`src/rtl/mem_ls_ctrl.sv`:
```
// mem_ls_ctrl: load/store sequencer driving bus selects and memory strobes; define MEM_LS_MFC_TIMEOUT_EN to bound MFC waits by TMO_CYC
module mem_ls_ctrl #(
  parameter int INSTR_W = 16,
  parameter int OPC_W = 4,
  parameter int FLD_W = 6,
  parameter int NREG = 6,
  parameter logic [OPC_W-1:0] STORE_OPC = 4'b0011,
  parameter logic [OPC_W-1:0] LOAD_OPC = 4'b0100,
  parameter int TMO_CYC = 15
) (
  input  logic               clk,
  input  logic               rst,
  input  logic               start,
  input  logic [INSTR_W-1:0] instr,
  input  logic               mfc,
  output logic               pc_inc,
  output logic               mar_en,
  output logic               mem_en,
  output logic               mem_rw,
  output logic               mdr_en_read,
  output logic               mdr_en_write,
  output logic               mdr_out,
  output logic [NREG-1:0]    reg_out,
  output logic [NREG-1:0]    reg_in,
  output logic               done,
  output logic               err,
  output logic               busy
);
  typedef enum logic [3:0] {
    IDLE, FETCH, ADDR, ST_DATA, ST_MDR, ST_WAIT,
    LD_WAIT, LD_CAP, LD_DRV, LD_WB, DONE, ERR
  } state_t;
  state_t state_q, state_d;
  logic [INSTR_W-1:0] instr_q, instr_d;
  logic [OPC_W-1:0] opc_in, opc_q;
  logic [FLD_W-1:0] p1_in, p2_in, p1_d, p2_d;
  logic is_ls, fld_bad;
  logic [NREG-1:0] oh1, oh2, reg_out_d, reg_in_d;
`ifdef MEM_LS_MFC_TIMEOUT_EN
  logic [7:0] cnt_q, cnt_d;
`endif
  assign opc_in  = instr[INSTR_W-1 -: OPC_W];
  assign opc_q   = instr_q[INSTR_W-1 -: OPC_W];
  assign p1_in   = instr[2*FLD_W-1:FLD_W];
  assign p2_in   = instr[FLD_W-1:0];
  assign p1_d    = instr_d[2*FLD_W-1:FLD_W];
  assign p2_d    = instr_d[FLD_W-1:0];
  assign is_ls   = (opc_in == STORE_OPC) || (opc_in == LOAD_OPC);
  assign fld_bad = (32'(p1_in) >= NREG) || (32'(p2_in) >= NREG);
  // next state, latched instruction and the output values that state will present
  always_comb begin
    state_d = state_q;
    instr_d = instr_q;
`ifdef MEM_LS_MFC_TIMEOUT_EN
    cnt_d = (state_q inside {ST_WAIT, LD_WAIT}) && !mfc ? cnt_q + 8'd1 : 8'd0;
`endif
    case (state_q)
      IDLE: if (start && is_ls) begin
        instr_d = instr;
        state_d = fld_bad ? ERR : FETCH;
      end
      FETCH:   state_d = ADDR;
      ADDR:    state_d = (opc_q == STORE_OPC) ? ST_DATA : LD_WAIT;
      ST_DATA: state_d = ST_MDR;
      ST_MDR:  state_d = ST_WAIT;
      ST_WAIT, LD_WAIT: begin
        if (mfc) state_d = (state_q == ST_WAIT) ? DONE : LD_CAP;
`ifdef MEM_LS_MFC_TIMEOUT_EN
        else if (cnt_q == 8'(TMO_CYC - 1)) state_d = ERR;
`endif
      end
      LD_CAP:  state_d = LD_DRV;
      LD_DRV:  state_d = LD_WB;
      LD_WB:   state_d = DONE;
      default: state_d = IDLE;
    endcase
    oh1 = '0;
    oh2 = '0;
    for (int k = 0; k < NREG; k++) begin
      oh1[k] = 32'(p1_d) == k;
      oh2[k] = 32'(p2_d) == k;
    end
    reg_out_d = (state_d inside {FETCH, ADDR}) ? oh2 :
                (state_d inside {ST_DATA, ST_MDR}) ? oh1 : '0;
    reg_in_d  = (state_d == LD_WB) ? oh1 : '0;
  end
  // state, instruction latch and registered Moore outputs; reset clears everything at once
  always_ff @(posedge clk or posedge rst) begin
    if (rst) begin
      state_q      <= IDLE;
      instr_q      <= '0;
      pc_inc       <= 1'b0;
      mar_en       <= 1'b0;
      mem_en       <= 1'b0;
      mem_rw       <= 1'b0;
      mdr_en_read  <= 1'b0;
      mdr_en_write <= 1'b0;
      mdr_out      <= 1'b0;
      reg_out      <= '0;
      reg_in       <= '0;
      done         <= 1'b0;
      err          <= 1'b0;
      busy         <= 1'b0;
    end else begin
      state_q      <= state_d;
      instr_q      <= instr_d;
      pc_inc       <= state_d == FETCH;
      mar_en       <= state_d == ADDR;
      mem_en       <= state_d inside {ST_WAIT, LD_WAIT, LD_CAP};
      mem_rw       <= state_d inside {LD_WAIT, LD_CAP};
      mdr_en_read  <= state_d == LD_CAP;
      mdr_en_write <= state_d == ST_MDR;
      mdr_out      <= state_d inside {LD_DRV, LD_WB};
      reg_out      <= reg_out_d;
      reg_in       <= reg_in_d;
      done         <= state_d inside {DONE, ERR};
      err          <= state_d == ERR;
      busy         <= state_d != IDLE;
    end
  end
`ifdef MEM_LS_MFC_TIMEOUT_EN
  // wait-cycle counter, cleared whenever the block is not stalled on mfc
  always_ff @(posedge clk or posedge rst) begin
    if (rst) cnt_q <= 8'd0;
    else cnt_q <= cnt_d;
  end
`endif
endmodule

```
`config.mk`:
```
export PLATFORM = sky130hd
export DESIGN_NAME = mem_ls_ctrl
export DESIGN_NICKNAME = d
export VERILOG_FILES = /design/src/rtl/mem_ls_ctrl.sv
export SDC_FILE = /design/constraint.sdc
export NUM_CORES = 1
export LEC_CHECK = 0
export ABC_AREA = 1
export CAP_MARGIN = 5
export CELL_PAD_IN_SITES_DETAIL_PLACEMENT = 1
export CELL_PAD_IN_SITES_GLOBAL_PLACEMENT = 2
export CORE_MARGIN = 2
export CORE_UTILIZATION = 32
export CTS_CLUSTER_DIAMETER = 80
export CTS_CLUSTER_SIZE = 30
export DETAILED_ROUTE_END_ITERATION = 10
export GPL_ROUTABILITY_DRIVEN = 0
export GPL_TIMING_DRIVEN = 0
export PLACE_DENSITY_LB_ADDON = 0.1
export SYNTH_ARGS = -nofsm -noshare
export SYNTH_HDL_FRONTEND = slang
export SYNTH_SLANG_ARGS = --single-unit
```
`constraint.sdc`:
```
create_clock -name clk -period 2.4 [get_ports clk]
set_input_delay 0.24 -clock clk [delete_from_list [all_inputs] [get_ports clk]]
set_output_delay 0.24 -clock clk [all_outputs]
set_load 0.05 [all_outputs]
```
==> qor.txt <==
Status = completed
Max-cap violations = 0
Number of remaining DRC errors = 0
Mapped Nets = 249
Most common cell after layout, fill and taps aside = nand2_1
Final Hold Vio Count = 0
Crit-path slowest cell = dfrtp_1
CP Max Fanout = 10
# diodes = 0
Starting DRT DRC Count = 86
Worst Tran Pin Value = 0.860 ns
Family with the most delay on the worst path = simple AND/OR/NAND/NOR gates
Met2 Use GR = 0.198
CP Cell Sequence = inv_2 > nand2_2 > nor2_4 > nand3_4 > inv_4 > buf_12 > nand2_2 > nand2_4 > nor2_4 > nand2_2 > inv_2 > nand3_1 > nand2_1
TritonCTS clock tree = built
Fmax achieved = 0.556 GHz
Clk sinks = 42
Core ar. = 6240 um^2
WP data required = 2.57 ns
DIE AREA = 7020 um^2
Mapped cell area = 2040 um^2
Setup TNS Final = 0 ns
Fill cells = 732
Vias in the first global route = 1593
DRT antenna net count = 0
Final wirelength = 4.60 mm
Gr busiest metal = met1
Max_slew headroom = 0.426
Nets@finish = 297
Worst Reg-to-Reg Cells = 13
WP buf/inv = 4
Sequential Area = 1050 um^2
CP most frequent cell = nand2_2
Routing usage on met1 = 0.214
Met3 Usage GRT = 0.0346
Total track usage = 0.140
Minimum clock period = 1.80 ns
Ports = 42
Global route total overflow = 0
Initial antenna violation count = 0
Clock skew = 0.00387 ns
Hpwl dp = 3.52 mm
Die W = 83.8 um
Max-slew violations = 0
Crit path capture type = flip-flop
Die height = 83.8 um
RSZ-0062 raised after global routing = no
Setup violators final = 0
Final period util = 0.750
Vias per cell = 4.46
TritonRoute pass-1 iters = 4
DR vias = 1578
Reg2reg end = reg_out[0]$_DFF_PP0_
Worst reg2reg setup slack = 0.60 ns
Placement Rows = 29
Critical Path AT = 1.97 ns
Ratio of cells with drive above 1 in the final layout = 0.195
Largest net degree at the start of global routing = 43
Number of CTS-inserted buffers = 5
Type of the worst min-delay path = in -> async
Post-CTS Setup Bufs = 0
Clock Root Buffer = clkbuf_8
Htree depth = 2
Warning count from the yosys run = 0
Yosys cell types = 24
Critical path origin = state_q[3]$_DFF_PP0_
Max IR drop VDD = 561 uV
Reg clk slew, reported paths = 0.08 ns
Register area share after synthesis = 0.516
CP peak stage delay = 0.43 ns
Synth Register Bits = 42
Lkg Pwr = 1.29 nW
Worst reg2reg path startpoint = state_q[3]$_DFF_PP0_
Multi-input combinational cell area = 830 um^2
Area Overhead vs Synth = 28.8%
Number of hold buffers added after cts = 0
Synthesized area per cell = 8.89 um^2
Detail-routed net length per standard cell = 13.0 um
WS Path Type = reg -> reg
Cts repair resizes = 0
Port buffer count = 41
Synth Instances = 229
Clock latency on the worst-skew pair = 0.29 ns
First-pass GRT wire length = 7.85 mm
CP Launch Type = flip-flop
Final core utilization = 0.420
Commonest non-fill, non-tap cells in the layout = nand2_1 (49), dfrtp_1 (42), clkdlybuf4s50_1 (41)
Pwr Density = 1100 nW/um^2
Worst hold slack = 0.446 ns
Initial Utilization = 0.326
Clk buf depth = 2
worst reg2reg max path: stages (launching register included):
cell	delay [ns]
dfrtp_1	0.43
inv_2	0.10
nand2_2	0.06
nor2_4	0.14
nand3_4	0.17
inv_4	0.12
buf_12	0.14
nand2_2	0.08
nand2_4	0.08
nor2_4	0.03
nand2_2	0.12
inv_2	0.06
nand3_1	0.07
nand2_1	0.08
layout make-up:
cell class,instances,share of cell area
Clock buffer,6,0.0277
Tap cell,77,0.0367
Inverter,32,0.0477
Clock inverter,1,0.00286
Buffer,2,0.0119
Timing Repair Buffer,41,0.156
Multi-Input combinational cell,153,0.316
Sequential cell,42,0.401
worst max-delay path by stage:
stage                           end  depth (start not counted)
2_1_floorplan  reg_out[2]$_DFF_PP0_                         12
5_1_grt         reg_in[4]$_DFF_PP0_                         11
3_3_place_gp   reg_out[0]$_DFF_PP0_                         12
6_report       reg_out[0]$_DFF_PP0_                         13
4_1_cts        reg_out[0]$_DFF_PP0_                         13
3_5_place_dp   reg_out[0]$_DFF_PP0_                         12
state kept, by name, indices dropped and copies added, names as in the netlist:
| register | flops |
|---|---|
| reg_in | 6 |
| done | 1 |
| pc_inc | 1 |
| instr_q | 16 |
| mem_rw | 1 |
| mdr_en_read | 1 |
| mdr_out | 1 |
| mem_en | 1 |
| busy | 1 |
| reg_out | 6 |
| mar_en | 1 |
| mdr_en_write | 1 |
| state_q | 4 |
| err | 1 |
cell families after synthesis:
logic type | share of synthesized area
AO/OA/AOI/OAI | 0.0283
flip-flops | 0.516
AND/OR/NAND/NOR | 0.379
buffers and inverters | 0.0768
synth_stat cells, drive strengths merged:
master,number,area share
clkinv,1,0.0018
nand2,71,0.18
nor2,40,0.10
buf,2,0.015
nand4,6,0.018
nor3,2,0.0049
inv,31,0.060
dfrtp,42,0.52
nor4,4,0.012
o21a,2,0.0074
or2,1,0.0031
a21oi,1,0.0025
o21ai,6,0.018
nand3,20,0.055
power by group:
part | internal [mW] | switching (mW)
logic | 0.464 | 0.983
registers | 0.906 | 0.0931
clock network | 0.199 | 0.230
per-layer routing:
metal  up-vias  routed length [um]
met5         -                   0
met4         0                  33
met3         4                 200
met2        32                1940
met1       737                2430
li1        805                   -
stage by stage:
stage	worst slack, ns	total power [mW]	instances	instance area (um^2)
floorplan	0.858	2.09	229	2040
global placement	0.262	2.47	347	2540
detailed placement	0.275	2.48	347	2540
CTS	0.555	2.93	354	2620
global route	0.355	3.12	354	2620
finish	0.601	2.88	354	2620
(Power assumes the default switching activity.)
